--- src/rtl/q4_stimulus_sequencer_pkg.sv ---
// Shared types and constants for the Q4 stimulus sequencer and its signature stages.
// Holds the LFSR/MISR tap masks, the sweep lengths and the next-state helpers for both.
package q4_seq_pkg;

   typedef enum logic [1:0] {
      ST_IDLE  = 2'd0,
      ST_RUN   = 2'd1,
      ST_PAUSE = 2'd2,
      ST_DONE  = 2'd3
   } seq_state_e;

   localparam logic [7:0]  LFSR_TAPS      = 8'hB8;
   localparam logic [15:0] MISR_TAPS      = 16'hB400;
   localparam logic [8:0]  SWEEP_LEN_BIN  = 9'd256;
   localparam logic [8:0]  SWEEP_LEN_LFSR = 9'd255;

   // x^8+x^6+x^5+x^4+1, shift left, XOR of the tapped bits enters bit 0
   function automatic logic [7:0] lfsr_next(input logic [7:0] c);
      return {c[6:0], ^(c & LFSR_TAPS)};
   endfunction

   function automatic logic [15:0] misr_next(input logic [15:0] s, input logic d);
      return {s[14:0], (^(s & MISR_TAPS)) ^ d};
   endfunction

endpackage

--- src/rtl/q4_stimulus_sequencer_if.sv ---
// Control, vector and result bundle between the sequencer and its driver.
// The sequencer connects through the slave modport.
interface q4_stimulus_sequencer_if #(
   parameter int W = 8
) ();
   logic         start;
   logic         mode;
   logic         pause;
   logic         resp_bit;
   logic [W-1:0] cct_input;
   logic         busy;
   logic         done;
   logic [8:0]   ones_count;
   logic [15:0]  signature;

   modport master (
      output start, mode, pause, resp_bit,
      input  cct_input, busy, done, ones_count, signature
   );

   modport slave (
      input  start, mode, pause, resp_bit,
      output cct_input, busy, done, ones_count, signature
   );
endinterface

--- src/rtl/q4_misr16.sv ---
// 16-bit single-input MISR used to compress one response bit per enabled cycle.
// Load takes priority over enable so a new sweep always starts from the seed.
module q4_misr16
   import q4_seq_pkg::*;
#(
   parameter logic [15:0] RESET_VAL = 16'hFFFF
) (
   input  logic        clk,
   input  logic        clear,
   input  logic        load,
   input  logic        en,
   input  logic        din,
   input  logic [15:0] seed,
   output logic [15:0] sig
);
   logic [15:0] r_sig;

   // Signature register: seed on load, shift in the response on enable
   always_ff @(posedge clk or negedge clear) begin
      if (!clear) begin
         r_sig <= RESET_VAL;
      end else if (load) begin
         r_sig <= seed;
      end else if (en) begin
         r_sig <= misr_next(r_sig, din);
      end
   end

   assign sig = r_sig;
endmodule

--- src/rtl/q4_stimulus_sequencer.sv ---
// Drives the Q4 test circuit through a full binary or LFSR vector sweep and
// compresses its bit-6 response into a ones count and a MISR signature.
module q4_stimulus_sequencer
   import q4_seq_pkg::*;
#(
   parameter int          W         = 8,
   parameter logic [W-1:0] LFSR_SEED = 8'h01,
   parameter logic [15:0] SIG_SEED  = 16'hFFFF
) (
   input logic                    clk,
   input logic                    clear,
   q4_stimulus_sequencer_if.slave bus
);
   seq_state_e   r_state;
   seq_state_e   w_state_nxt;
   logic [W-1:0] r_vec;
   logic [8:0]   r_cnt;
   logic [8:0]   r_ones;
   logic         r_mode;
   logic         w_load;
   logic         w_step;
   logic         w_last;
   logic [8:0]   w_term;
   logic [15:0]  w_sig;

   // Counter value at the edge that samples the final vector of the sweep
   assign w_term = r_mode ? (SWEEP_LEN_LFSR - 9'd1) : (SWEEP_LEN_BIN - 9'd1);
   assign w_step = (r_state == ST_RUN) && !bus.pause;
   assign w_last = w_step && (r_cnt == w_term);

   // Next-state decode; start is honoured only from IDLE or DONE
   always_comb begin
      w_state_nxt = r_state;
      w_load      = 1'b0;
      case (r_state)
         ST_IDLE, ST_DONE: begin
            if (bus.start) begin
               w_state_nxt = ST_RUN;
               w_load      = 1'b1;
            end else begin
               w_state_nxt = r_state;
            end
         end
         ST_RUN: begin
            if (bus.pause) begin
               w_state_nxt = ST_PAUSE;
            end else if (w_last) begin
               w_state_nxt = ST_DONE;
            end else begin
               w_state_nxt = ST_RUN;
            end
         end
         ST_PAUSE: begin
            if (!bus.pause) begin
               w_state_nxt = ST_RUN;
            end else begin
               w_state_nxt = ST_PAUSE;
            end
         end
         default: begin
            w_state_nxt = ST_IDLE;
         end
      endcase
   end

   // State register
   always_ff @(posedge clk or negedge clear) begin
      if (!clear) begin
         r_state <= ST_IDLE;
      end else begin
         r_state <= w_state_nxt;
      end
   end

   // Vector generator, vector counter and ones counter; the last vector is held
   always_ff @(posedge clk or negedge clear) begin
      if (!clear) begin
         r_vec  <= {W{1'b0}};
         r_cnt  <= 9'd0;
         r_ones <= 9'd0;
         r_mode <= 1'b0;
      end else if (w_load) begin
         r_vec  <= bus.mode ? LFSR_SEED : {W{1'b0}};
         r_cnt  <= 9'd0;
         r_ones <= 9'd0;
         r_mode <= bus.mode;
      end else if (w_step) begin
         r_ones <= r_ones + {8'd0, bus.resp_bit};
         if (!w_last) begin
            r_vec <= r_mode ? lfsr_next(r_vec) : (r_vec + {{(W-1){1'b0}}, 1'b1});
            r_cnt <= r_cnt + 9'd1;
         end
      end
   end

   q4_misr16 #(
      .RESET_VAL(SIG_SEED)
   ) u_misr (
      .clk  (clk),
      .clear(clear),
      .load (w_load),
      .en   (w_step),
      .din  (bus.resp_bit),
      .seed (SIG_SEED),
      .sig  (w_sig)
   );

   assign bus.cct_input  = r_vec;
   assign bus.busy       = (r_state == ST_RUN) || (r_state == ST_PAUSE);
   assign bus.done       = (r_state == ST_DONE);
   assign bus.ones_count = r_ones;
   assign bus.signature  = w_sig;
endmodule

--- src/flat_wrapper.sv ---
// flat-port wrapper written by rule: the top's interface ports become plain ports
module q4_stimulus_sequencer_flat import q4_seq_pkg::*;
#(
   parameter int          W         = 8,
   parameter logic [W-1:0] LFSR_SEED = 8'h01,
   parameter logic [15:0] SIG_SEED  = 16'hFFFF
)
  (clk, clear, bus_start, bus_mode, bus_pause, bus_resp_bit, bus_cct_input, bus_busy, bus_done, bus_ones_count, bus_signature);
  q4_stimulus_sequencer_if #(.W(W)) bus_i ();
  input logic clk;
  input logic clear;
  input wire logic [$bits(bus_i.start)-1:0] bus_start;
  input wire logic [$bits(bus_i.mode)-1:0] bus_mode;
  input wire logic [$bits(bus_i.pause)-1:0] bus_pause;
  input wire logic [$bits(bus_i.resp_bit)-1:0] bus_resp_bit;
  output wire logic [$bits(bus_i.cct_input)-1:0] bus_cct_input;
  output wire logic [$bits(bus_i.busy)-1:0] bus_busy;
  output wire logic [$bits(bus_i.done)-1:0] bus_done;
  output wire logic [$bits(bus_i.ones_count)-1:0] bus_ones_count;
  output wire logic [$bits(bus_i.signature)-1:0] bus_signature;
  assign bus_i.start = bus_start;
  assign bus_i.mode = bus_mode;
  assign bus_i.pause = bus_pause;
  assign bus_i.resp_bit = bus_resp_bit;
  assign bus_cct_input = bus_i.cct_input;
  assign bus_busy = bus_i.busy;
  assign bus_done = bus_i.done;
  assign bus_ones_count = bus_i.ones_count;
  assign bus_signature = bus_i.signature;
  q4_stimulus_sequencer #(.W(W), .LFSR_SEED(LFSR_SEED), .SIG_SEED(SIG_SEED)) u_core (.clk(clk), .clear(clear), .bus(bus_i));
endmodule
--- config.mk ---
export PLATFORM = sky130hd
export DESIGN_NAME = q4_stimulus_sequencer_flat
export DESIGN_NICKNAME = d
export VERILOG_FILES = /design/src/rtl/q4_stimulus_sequencer_pkg.sv /design/src/rtl/q4_stimulus_sequencer_if.sv /design/src/rtl/q4_misr16.sv /design/src/rtl/q4_stimulus_sequencer.sv /design/src/flat_wrapper.sv
export SDC_FILE = /design/constraint.sdc
export NUM_CORES = 1
export LEC_CHECK = 0
export CAP_MARGIN = 20
export CORE_ASPECT_RATIO = 2
export CORE_MARGIN = 2
export CORE_UTILIZATION = 35
export CTS_CLUSTER_SIZE = 24
export DETAILED_ROUTE_END_ITERATION = 8
export SETUP_SLACK_MARGIN = 0.15
export SYNTH_ARGS = -nofsm -noshare
export SYNTH_HDL_FRONTEND = slang
export SYNTH_SLANG_ARGS = --single-unit
export TNS_END_PERCENT = 1
--- constraint.sdc ---
create_clock -name clk -period 1.8 [get_ports clk]
set_clock_uncertainty 0.15 [all_clocks]
set_input_delay 0.18 -clock clk [delete_from_list [all_inputs] [get_ports clk]]
set_output_delay 0.18 -clock clk [all_outputs]
set_load 0.01 [all_outputs]
==> flow_summary.toml, run 1 <==
[status]
status = "finished with violations"
violations = "negative setup slack"

[power_and_ir_drop]
max-vdd-ir-drop_mv = 0.919
p_int_mw = 3.02
p_per_area_nw_per_um2 = 1380
p_comb_share_pct = 48.0
clock_power_share_pct = 19.3
switchingPower_mw = 1.78
total_power_mw = 4.80
leakagePower_nw = 1.52
switching_share_pct = 37.0
power_frac_seq_pct = 32.7

[cts]
cts_tree = "yes"
clkTransAtPathRegs_ps = 70
insertion_delay_ps = 290
clockBufferDepth = 2
h-tree-depth = 2
cts_buffers = 5
cts.sinks = 45
root_buffer = "clkbuf_16"

[drt]
drc = 0
viasPerCell = 5.09
wirelength_um = 5990
drtIter0Drc = 102
drt.antenna.violating_nets = 0
wire_per_inst_um = 14.2
routed-via-count = 2154
dr.pass1.iters = 4

[logic_synthesis]
synth-adder-area-share_pct = 4.29
synthFlopType = "dfrtp_1"
synth_area_leaders = "dfrtp_1 (31%), dfstp_2 (18%), nand2_1 (8.4%)"
yosys_warnings = 0
seq_area_frac_synth_pct = 49.1
synthMuxAreaShare_pct = 0.429
netlist_area_um2 = 2330
syn_avg_cell_area_um2 = 9.30
synth-simple-area-share_pct = 22.6
syn_nets = 265
synth-xor-area-share_pct = 4.50
syn_inst = 251
synth_top_family_by_area = "simple AND/OR/NAND/NOR gates"
ys_types = 41
ys_ff_latch = 45
synth_compound_area_share_pct = 15.2
synth_top_area_cell = "dfrtp_1"
synth_edf_count = 0
netlist.area_leader.share_pct = 31.1
async_reset_ff_share_pct = 100

[die]
start_util_pct = 35.8
core_um2 = 6520
placement_rows = 42
ios = 41
die_h_um = 120
die_area_um2 = 7380
die_w_um = 61.8

[setup_path]
arrival_ps = 1930
endpoint_kind = "register"
critPathLaunchType = "register"
slowest_delay_ps = 380
r2r_cells = 7
crit_type = "reg -> reg"
path_cells = "buf_6, ha_4, nand2b_4, buf_6, or3_4, or3_1, a21oi_2"
cp_top_family = "simple AND/OR/NAND/NOR gates"
crit_fanout = 4
cp_num_buf_inv = 2
reg2reg_from = "u_core.r_state[0]"
r2r_slack_ps = -60
crit_slowest_cell = "dfrtp_1"
crit_top_cell = "buf_6"
required_ps = 1870
r2r_end = "u_core.bus.ones_count[8]"

[finish]
antenna_cells = 0
fillCellCount = 642
layout_commonest_cell = "nand2_1"
drive_above_1_share_pct = 31.6
final_cell_mix = "nand2_1 (50), buf_4 (38), dfrtp_1 (28)"
final_cells = 423
layout.nets = 348
area_delta_synth_final_pct = 49.2

[placement]
place_congestion = 0.837
port-buffer-count = 40
dp_hpwl_um = 4060
dpl.cell_count = 405

[timing]
final_max_slew_viol_count = 0
finalSetupViolations = 4
hold_violations = 0
rsz0062_at_grt = "true"
worst_pin_slew_ps = 546
period_minus_slack_ps = 1860
fin_crit_sh_pct = 103
fmax_mhz = 538
maxSlewHeadroom_pct = 63.6
worst_slack_ps = -58.6

[global_routing]
overflow = 0
track_usage_pct = 17.1
grt_pass1_wl_um = 9670
antenna_found_initial = 0
grt_pass1_vias = 2190
grt_start_max_net_pins = 25

[run]
drv_cap = 0

[worst_hold_path]
hold_class = "in -> async"
[worst max-delay path by stage]
stage / start / end / cells past startpoint
6_report: u_core.r_state[0] / u_core.bus.ones_count[8] / 7
5_1_grt: u_core.r_state[0] / u_core.bus.ones_count[8] / 7
4_1_cts: u_core.r_state[1] / u_core.bus.ones_count[8] / 7
3_3_place_gp: bus_resp_bit / u_core.bus.ones_count[8] / 7
3_5_place_dp: bus_resp_bit / u_core.bus.ones_count[8] / 7
2_1_floorplan: u_core.r_state[1] / u_core.r_cnt[6] / 7
[repair_timing]
action,4_1_cts,5_1_grt
resized for setup,44,27
hold buffers,1,0
setup endpoints to repair,49,53
pin swaps,8,14
endpoints found under the hold margin,14,0
setup buffers,7,2
[area by class of cell]
cell class | count | area (µm²) | share of cell area (%)
flip-flops and latches | 45 | 1150 | 32.9
multi-input cells | 188 | 1260 | 36.1
clock buffers | 5 | 125 | 3.59
well taps | 88 | 110 | 3.16
inverters | 4 | 15.0 | 0.431
clock inverters | 3 | 20.0 | 0.575
repair buffers | 90 | 811 | 23.3
[power by group through the flow]
| stage | combinational (mW) | sequential [mW] | clock [mW] |
|---|---|---|---|
| after detailed placement | 2.08 | 1.59 | 0 |
| after global placement | 2.04 | 1.58 | 0 |
| final | 2.30 | 1.57 | 0.926 |
| after floorplan | 0.991 | 1.67 | 0 |
| after CTS | 2.18 | 1.57 | 0.951 |
| after global routing | 2.54 | 1.61 | 0.986 |
[through the flow]
| step | hold WS [ps] | worst slack (ps) | setup TNS, ps | utilization, % | area, µm² |
|---|---|---|---|---|---|
| global placement | 45.5 | -336 | -1780 | 47.8 | 3110 |
| global route | 319 | -100 | -646 | 53.5 | 3480 |
| finish | 269 | -58.6 | -85.4 | 53.5 | 3480 |
| detailed placement | 39.5 | -348 | -2450 | 47.8 | 3110 |
| CTS | 283 | -72.1 | -121 | 51.6 | 3360 |
| floorplan | -266 | -30.6 | -238 | - | 2360 |
[synth_stat cells (all sizes together) (3+ instances only)]
cell type,n
a211oi,3
a21oi,16
a22oi,3
a31o,3
and4,3
buf,5
clkbuf,9
dfrtp,29
dfstp,16
ha,8
inv,4
nand2,52
nand3,22
nor2,15
o211ai,4
o21ai,12
o31ai,6
or3,9
xnor2,8
xor2,4
[kinds of logic after synthesis]
logic type / Yosys count
muxes: 1
and+or+nand+nor: 112
adders and majority gates: 8
AOI/OAI and AO/OA: 55
buffers and inverters: 18
DFF: 45
xor gates and xnor gates: 12
[registers in the layout, indices dropped and copies added, names as in the netlist]
register and count:
u_core.bus.cct_input 8, u_core.u_misr.sig 16, u_core.bus.ones_count 9, u_core.r_cnt 9, u_core.r_state 2, u_core.r_mode 1
[routing by layer]
metal	global-route usage [%]	share of wire (%)	wire (µm)
met1	22.2	42	2530
met2	27.0	53	3190
met5	0	0	0
met3	3.77	3.9	231
met4	6.52	0.82	49
Power figures use the tool's default switching activity.
==> inputs of run 2 (changes only) <==
--- a/config.mk
+++ b/config.mk
@@ -12,6 +12,7 @@
 export CTS_CLUSTER_SIZE = 24
 export DETAILED_ROUTE_END_ITERATION = 8
 export SETUP_SLACK_MARGIN = 0.15
+export SLEW_MARGIN = 20
 export SYNTH_ARGS = -nofsm -noshare
 export SYNTH_HDL_FRONTEND = slang
 export SYNTH_SLANG_ARGS = --single-unit
==> results of run 2 <==
Same layout as run 1: the final DEF is identical, and so are final timing and power.
